**src/rtl/axi_lite_pkg.sv**
```systemverilog
// Shared AXI4-Lite types for the interconnect: field widths, response codes,
// channel bundles and the arbiter state encoding.
package axi_lite_pkg;

    localparam int ADDR_WIDTH = 32;
    localparam int DATA_WIDTH = 8;
    localparam int STRB_WIDTH = DATA_WIDTH / 8;
    localparam int MAX_MST    = 4;

    typedef logic [ADDR_WIDTH-1:0] addr_t;
    typedef logic [DATA_WIDTH-1:0] data_t;
    typedef logic [STRB_WIDTH-1:0] strb_t;
    typedef logic [1:0]            resp_t;

    localparam resp_t RESP_OKAY   = 2'b00;
    localparam resp_t RESP_EXOKAY = 2'b01;
    localparam resp_t RESP_SLVERR = 2'b10;
    localparam resp_t RESP_DECERR = 2'b11;

    typedef enum logic [2:0] {
        IDLE,
        RADDR,
        RDATA,
        WADDR,
        WDATA,
        WRESP
    } state_type;

    typedef struct packed {
        addr_t ar_addr;
        logic  ar_valid;
        logic  r_ready;
        addr_t aw_addr;
        logic  aw_valid;
        data_t w_data;
        strb_t w_strb;
        logic  w_valid;
        logic  b_ready;
    } axi_lite_req_t;

    typedef struct packed {
        logic  ar_ready;
        data_t r_data;
        resp_t r_resp;
        logic  r_valid;
        logic  aw_ready;
        logic  w_ready;
        resp_t b_resp;
        logic  b_valid;
    } axi_lite_rsp_t;

endpackage

```
**src/rtl/axi_lite_rr_pick.sv**
```systemverilog
// Round-robin winner selection: first requester at or after rr_ptr, wrapping.
module axi_lite_rr_pick
    import axi_lite_pkg::*;
#(
    parameter int NUM_MST = 2,
    parameter int IDX_W   = $clog2(NUM_MST)
) (
    input  logic [NUM_MST-1:0] req,
    input  logic [IDX_W-1:0]   rr_ptr,
    output logic [NUM_MST-1:0] winner,
    output logic [IDX_W-1:0]   win_idx
);

    logic found;

    // Outer loop walks priority order from rr_ptr; inner loop keeps every index constant.
    always_comb begin
        winner  = '0;
        win_idx = '0;
        found   = 1'b0;
        for (int k = 0; k < NUM_MST; k++) begin
            for (int j = 0; j < NUM_MST; j++) begin
                if (!found && req[j] && (j == ((int'(rr_ptr) + k) % NUM_MST))) begin
                    found     = 1'b1;
                    winner[j] = 1'b1;
                    win_idx   = IDX_W'(j);
                end
            end
        end
    end

endmodule

```
**src/rtl/axi_lite_rr_arbiter.sv**
```systemverilog
// N-master to 1-slave AXI4-Lite arbiter: round-robin grant, one transaction in
// flight, granted master's channels forwarded combinationally.
module axi_lite_rr_arbiter
    import axi_lite_pkg::*;
#(
    parameter int NUM_MST = 2
) (
    input  logic                         aclk,
    input  logic                         areset,
    input  axi_lite_req_t [NUM_MST-1:0]  mst_req,
    output axi_lite_rsp_t [NUM_MST-1:0]  mst_rsp,
    output axi_lite_req_t                slv_req,
    input  axi_lite_rsp_t                slv_rsp,
    output logic [NUM_MST-1:0]           grant,
    output logic                         busy
);

    localparam int IDX_W = $clog2(NUM_MST);

    state_type          state, state_nxt;
    logic [IDX_W-1:0]   rr_ptr;
    logic [IDX_W-1:0]   gnt_idx;
    logic [NUM_MST-1:0] grant_q;
    logic [NUM_MST-1:0] req_vec;
    logic [NUM_MST-1:0] winner;
    logic [IDX_W-1:0]   win_idx;
    logic               txn_done;
    axi_lite_req_t      sel_req;

    always_comb begin
        for (int i = 0; i < NUM_MST; i++) begin
            req_vec[i] = mst_req[i].ar_valid | mst_req[i].aw_valid;
        end
    end

    axi_lite_rr_pick #(
        .NUM_MST (NUM_MST),
        .IDX_W   (IDX_W)
    ) u_pick (
        .req     (req_vec),
        .rr_ptr  (rr_ptr),
        .winner  (winner),
        .win_idx (win_idx)
    );

    assign sel_req = mst_req[gnt_idx];

    // Only the channel owned by the current state is routed; everything else stays 0.
    always_comb begin
        state_nxt = state;
        txn_done  = 1'b0;
        slv_req   = '0;
        mst_rsp   = '0;
        case (state)
            IDLE: begin
                if (|req_vec) begin
                    state_nxt = mst_req[win_idx].ar_valid ? RADDR : WADDR;
                end
            end
            RADDR: begin
                slv_req.ar_addr           = sel_req.ar_addr;
                slv_req.ar_valid          = sel_req.ar_valid;
                mst_rsp[gnt_idx].ar_ready = slv_rsp.ar_ready;
                if (sel_req.ar_valid && slv_rsp.ar_ready) begin
                    state_nxt = RDATA;
                end
            end
            RDATA: begin
                mst_rsp[gnt_idx].r_data  = slv_rsp.r_data;
                mst_rsp[gnt_idx].r_resp  = slv_rsp.r_resp;
                mst_rsp[gnt_idx].r_valid = slv_rsp.r_valid;
                slv_req.r_ready          = sel_req.r_ready;
                if (slv_rsp.r_valid && sel_req.r_ready) begin
                    state_nxt = IDLE;
                    txn_done  = 1'b1;
                end
            end
            WADDR: begin
                slv_req.aw_addr           = sel_req.aw_addr;
                slv_req.aw_valid          = sel_req.aw_valid;
                mst_rsp[gnt_idx].aw_ready = slv_rsp.aw_ready;
                if (sel_req.aw_valid && slv_rsp.aw_ready) begin
                    state_nxt = WDATA;
                end
            end
            WDATA: begin
                slv_req.w_data           = sel_req.w_data;
                slv_req.w_strb           = sel_req.w_strb;
                slv_req.w_valid          = sel_req.w_valid;
                mst_rsp[gnt_idx].w_ready = slv_rsp.w_ready;
                if (sel_req.w_valid && slv_rsp.w_ready) begin
                    state_nxt = WRESP;
                end
            end
            WRESP: begin
                mst_rsp[gnt_idx].b_resp  = slv_rsp.b_resp;
                mst_rsp[gnt_idx].b_valid = slv_rsp.b_valid;
                slv_req.b_ready          = sel_req.b_ready;
                if (slv_rsp.b_valid && sel_req.b_ready) begin
                    state_nxt = IDLE;
                    txn_done  = 1'b1;
                end
            end
            default: state_nxt = IDLE;
        endcase
    end

    always_ff @(posedge aclk or posedge areset) begin
        if (areset) begin
            state   <= IDLE;
            rr_ptr  <= '0;
            gnt_idx <= '0;
            grant_q <= '0;
        end else begin
            state <= state_nxt;
            if (state == IDLE && |req_vec) begin
                grant_q <= winner;
                gnt_idx <= win_idx;
            end else if (txn_done) begin
                grant_q <= '0;
                rr_ptr  <= (gnt_idx == IDX_W'(NUM_MST - 1)) ? '0 : gnt_idx + 1'b1;
            end
        end
    end

    assign grant = grant_q;
    assign busy  = (state != IDLE);

endmodule

```
**config.mk**
```make
export PLATFORM = sky130hd
export DESIGN_NAME = axi_lite_rr_arbiter
export DESIGN_NICKNAME = d
export VERILOG_FILES = /design/src/rtl/axi_lite_pkg.sv /design/src/rtl/axi_lite_rr_pick.sv /design/src/rtl/axi_lite_rr_arbiter.sv
export SDC_FILE = /design/constraint.sdc
export NUM_CORES = 1
export LEC_CHECK = 0
export ABC_AREA = 1
export CAP_MARGIN = 10
export CELL_PAD_IN_SITES_DETAIL_PLACEMENT = 1
export CELL_PAD_IN_SITES_GLOBAL_PLACEMENT = 1
export CORE_MARGIN = 5
export CORE_UTILIZATION = 14
export CTS_BUF_LIST = sky130_fd_sc_hd__clkbuf_16
export DETAILED_ROUTE_END_ITERATION = 10
export PLACE_DENSITY = 0.87
export SLEW_MARGIN = 20
export SYNTH_ARGS = -nofsm -noshare
export SYNTH_HDL_FRONTEND = slang
export SYNTH_SLANG_ARGS = --single-unit
```
**constraint.sdc**
```tcl
create_clock -name aclk -period 3.85 [get_ports aclk]
set_input_delay 0.77 -clock aclk [delete_from_list [all_inputs] [get_ports aclk]]
set_output_delay 0.77 -clock aclk [all_outputs]
set_load 0.05 [all_outputs]
```
Word level (Yosys, flattened, before mapping)
Index checks and enable logic that the tools add are counted.

storage, ports and cells
  input port bits = 175
  logic and storage cells = 106
  bits in registers = 7

cells by class
  order comparisons = 3
  mux-type cells = 51
  equality and inequality tests = 12
  reduce and logical (&&, ||, !) cells = 25
  bitwise operators = 9
  add/sub/neg operators = 2

operators with widths
  kind                                                                           count
  34-bit bitwise AND                                                             5
  34-bit one-hot mux with 5 select lines                                         1
  78-bit 2-to-1 mux                                                              2
  17-bit demux with 1-bit select                                                 8
  34-bit bitwise mux                                                             3
  46-bit 2-to-1 mux                                                              2
  33-bit 2-to-1 mux                                                              2
  32-bit logical NOT                                                             2
  3-bit 2-to-1 mux                                                               7
  3-bit one-hot mux with 6 select lines                                          1
  17-bit 2-to-1 mux                                                              1
  16-bit 2-to-1 mux                                                              1
  1-bit logical AND                                                              14
  1-bit 2-to-1 mux                                                               14
  2-bit inequality test (second input constant)                                  6
  10-bit 2-to-1 mux                                                              1
  8-bit 2-to-1 mux                                                               1
  3-bit by 2-bit == test with 1-bit output (second input constant)               2
  3-bit == test (second input constant)                                          2
  2-bit 2-to-1 mux                                                               3
  6-bit 2-to-1 mux                                                               1
  6-bit AND reduction                                                            1
  5-bit 2-to-1 mux                                                               1
  1-bit by 2-bit less-than comparator with 1-bit output (second input constant)  2
  other kinds (15)                                                               19

Depth between registers and ports, before layout
  depth after elaboration = 20
  mapped depth = 10
  mapped depth without buffers = 10

By module
From an unflattened synthesis, not the netlist that was laid out.

unflattened totals
  cells, all modules = 475
  area total of the unflattened synthesis = 2105.8 um2

modules (own cells, without submodules)
  module               times used  sequential area each (um2)  area each (um2)  cells each
  axi_lite_rr_arbiter  1           175.2                       2082.0           469
  axi_lite_rr_pick     1           0.0                         23.8             6

Least setup slack after synthesis
OpenSTA, ideal clock, no wires.

  path type = register to output
  start = register gnt_idx
  end = output port mst_rsp[17] (netlist name)
  path buffers = 2
  arrival = 1.914 ns
  slack = 1.166 ns
  cell stages (with the launch flop) = 5
  required time = 3.080 ns
  cell sequence = dfrtp_1 -> inv_2 -> buf_2 -> buf_2 -> nor3_1

RTL lines
  item                    line                        text
  from (decl)             axi_lite_rr_arbiter.sv:22   logic [IDX_W-1:0] gnt_idx;
  from (signal assigned)  axi_lite_rr_arbiter.sv:118  gnt_idx <= win_idx;
  to (decl)               axi_lite_rr_arbiter.sv:11   output axi_lite_rsp_t [NUM_MST-1:0] mst_rsp,

==> flow_summary_export.csv <==
group,metric,value,unit
clocking,cts_root_buffer,"clkbuf_16",
logic_synthesis,netlist_area,2060,um2
power_and_ir_drop,power_leakage,2.74,nW
clocking,clkSinkCount,7,
worst_setup_path,end_kind,"output port",
grt,antenna_found_initial,0,
clocking,htreeDepth,1,
die,ios,290,
grt,first_global_vias,3708,
grt,grt.busiest_layer,"met2",
route,drc,0,
sta,setup_viol,0,
logic_synthesis,syn-instance-count,467,
route,drt_iter0_drc,132,
layout,layout_common_cells,"nand2_1 (255), clkdlybuf4s50_1 (196), buf_4 (84)",
clocking,hold_buffers,0,
sta,fin_tns_setup,0,ns
clocking,cts.repair.resized,0,
logic_synthesis,yosysWarnings,0,
clocking,clkTransAtPathRegs,0.03,ns
sta,fin_crit,3.36,ns
clocking,cts-buffers-inserted,3,
grt,overflow,0,
status,status,"complete, no violations",
worst_setup_path,cp-start-kind,"input port",
layout,fin_nets,913,
clocking,cts_tree,"built",
grt,use_met3,0.0409,
layout,stdcell_count,921,
sta,hold_violations,0,
route,post_drt_wl_per_cell,14.4,um
logic_synthesis,synth_cell_types,20,
grt,grt_max_degree,82,
route,ant_nets,0,
route,dr.pass1.iters,4,
die,core-area,14500,um2
route,vias_per_cell,4.08,
route,via_count,3756,
worst_setup_path,worstSetupPathType,"input port to output port",
logic_synthesis,ys_ff_latch,7,
worst_setup_path,arrival,2.59,ns
clocking,clock_latency,0.23,ns
clocking,cts_setup_buffers,0,
die,die-area,17300,um2
layout,layout-drive-gt1-share,0.152,
die,dieWidth,131,um
sta,clock.fmax,0.298,GHz
grt,grt_usage,0.141,
grt,grt_use_met2,0.264,
sta,skew,0.00391,ns
worst_setup_path,cp.required,3.08,ns
logic_synthesis,synth_area_per_cell,4.42,um2
worst_setup_path,cp_max_fo,2,
sta,timing.final.max_slew_violations,0,
power_and_ir_drop,powerDensity,578,nW/um2
route,wl,13200,um
placed_design,io_buffers,289,
layout,n_antenna_cell,0,
placed_design,globalplace.congestion,0.821,
sta,finalCritPeriodShare,0.871,
placed_design,place_inst,917,
grt,grt_first_pass_wirelength,20300,um
sta,grt_setup_unrepaired,"no",
grt,use_met1,0.165,
logic_synthesis,ys_seq_area_frac,0.0849,
layout,syn_to_final_growth,147,%
die,rows,44,
flow_run,maxCapViolCount,0,
sta,tightest_slew,0.737,ns
layout,final_common_cell,"nand2_1",
logic_synthesis,syn_nets,642,
sta,slew_headroom,0.508,
die,die_height,131,um
power_and_ir_drop,ir_worst_vdd,482,uV
hold_path,hold_class,"flip-flop to flip-flop",
placed_design,place.detailed.hpwl,11200,um
die,start_util,0.142,
clocking,cts_buffer_depth,2,
==> synth_stat cells <==
cell	number	share of area
buf_2	21	0.051
dfrtp_1	7	0.085
o21ai_1	1	0.0024
nand4_1	2	0.0061
inv_2	5	0.0091
o21ai_0	2	0.0049
nand2_1	255	0.46
a21oi_1	42	0.10
nor3_2	2	0.0097
inv_1	67	0.12
nand2_2	1	0.0030
nand3_1	10	0.024
clkbuf_1	4	0.0073
nor2_2	2	0.0061
and3_1	1	0.0030
buf_4	1	0.0036
nor2_1	30	0.055
buf_6	1	0.0055
nor3_1	12	0.029
nor3_4	1	0.0079
==> where the power goes <==
part           total (W)  internal [W]  leakage, nW  switching, W
clock           0.000173      0.000135       0.0423     0.0000377
sequential      0.000157      0.000111       0.0861     0.0000463
combinational    0.00261      0.000807         2.61       0.00181
==> layer usage <==
| layer | routed length, um | vias up |
|---|---|---|
| met4 | 38 | 0 |
| met2 | 6810 | 150 |
| met5 | 0 | - |
| li1 | - | 1925 |
| met1 | 5360 | 1677 |
| met3 | 1010 | 4 |
==> layout make-up <==
cell class | instances | area (um2)
clock buffer | 3 | 75.1
clock inverter | 1 | 3.75
fill | 1908 | 9390
inverter | 72 | 270
multi-input combinational | 361 | 1480
sequential | 7 | 176
tap | 184 | 230
timing repair buffer | 293 | 2850
==> worst max-delay path, stage by stage <==
cell             delay, ns
clkdlybuf4s50_1       0.48
inv_1                 0.07
o21ai_1               0.26
inv_1                 0.07
nor2_1                0.10
clkdlybuf4s50_1       0.82
==> state kept, by name, summed over array words and instances, names as in the netlist <==
register  count
grant         2
rr_ptr        1
state         3
gnt_idx       1
==> path summary, 6_finish.rpt <==
kind	endpoint	from	slack (ns)	cells past startpoint
min reg2reg	grant[1]$_DFFE_PP0P_	grant[1]$_DFFE_PP0P_	0.49	2
max in group asynchronous	gnt_idx$_DFFE_PP0P_	areset	2.84	2
max	slv_req[45]	mst_req[45]	0.49	6
min	grant[1]$_DFFE_PP0P_	grant[1]$_DFFE_PP0P_	0.49	2
min in group asynchronous	state[0]$_DFFE_PP0P_	areset	0.77	2
max reg2reg	state[2]$_DFFE_PP0P_	gnt_idx$_DFFE_PP0P_	2.12	9
==> logic make-up after synthesis <==
logic type	count (synthesis)	synth area share
compound gates	45	0.109
buf+inv	99	0.198
flops	7	0.0849
simple gates	316	0.608
==> per-stage QoR <==
| stage | hold slack (ns) | total power, W | worst slack, ns | cell area (um2) | utilization |
|---|---|---|---|---|---|
| global route | 0.521 | 0.00316 | 0.430 | 5090 | 0.351 |
| floorplan | 0.517 | 0.00188 | 1.17 | 2060 | - |
| CTS | 0.498 | 0.00299 | 0.487 | 5090 | 0.351 |
| global placement | 0.460 | 0.00277 | 0.537 | 5010 | 0.346 |
| finish | 0.491 | 0.00294 | 0.495 | 5090 | 0.351 |
| detailed placement | 0.481 | 0.00280 | 0.485 | 5010 | 0.346 |
Power figures use the tool's default switching activity.
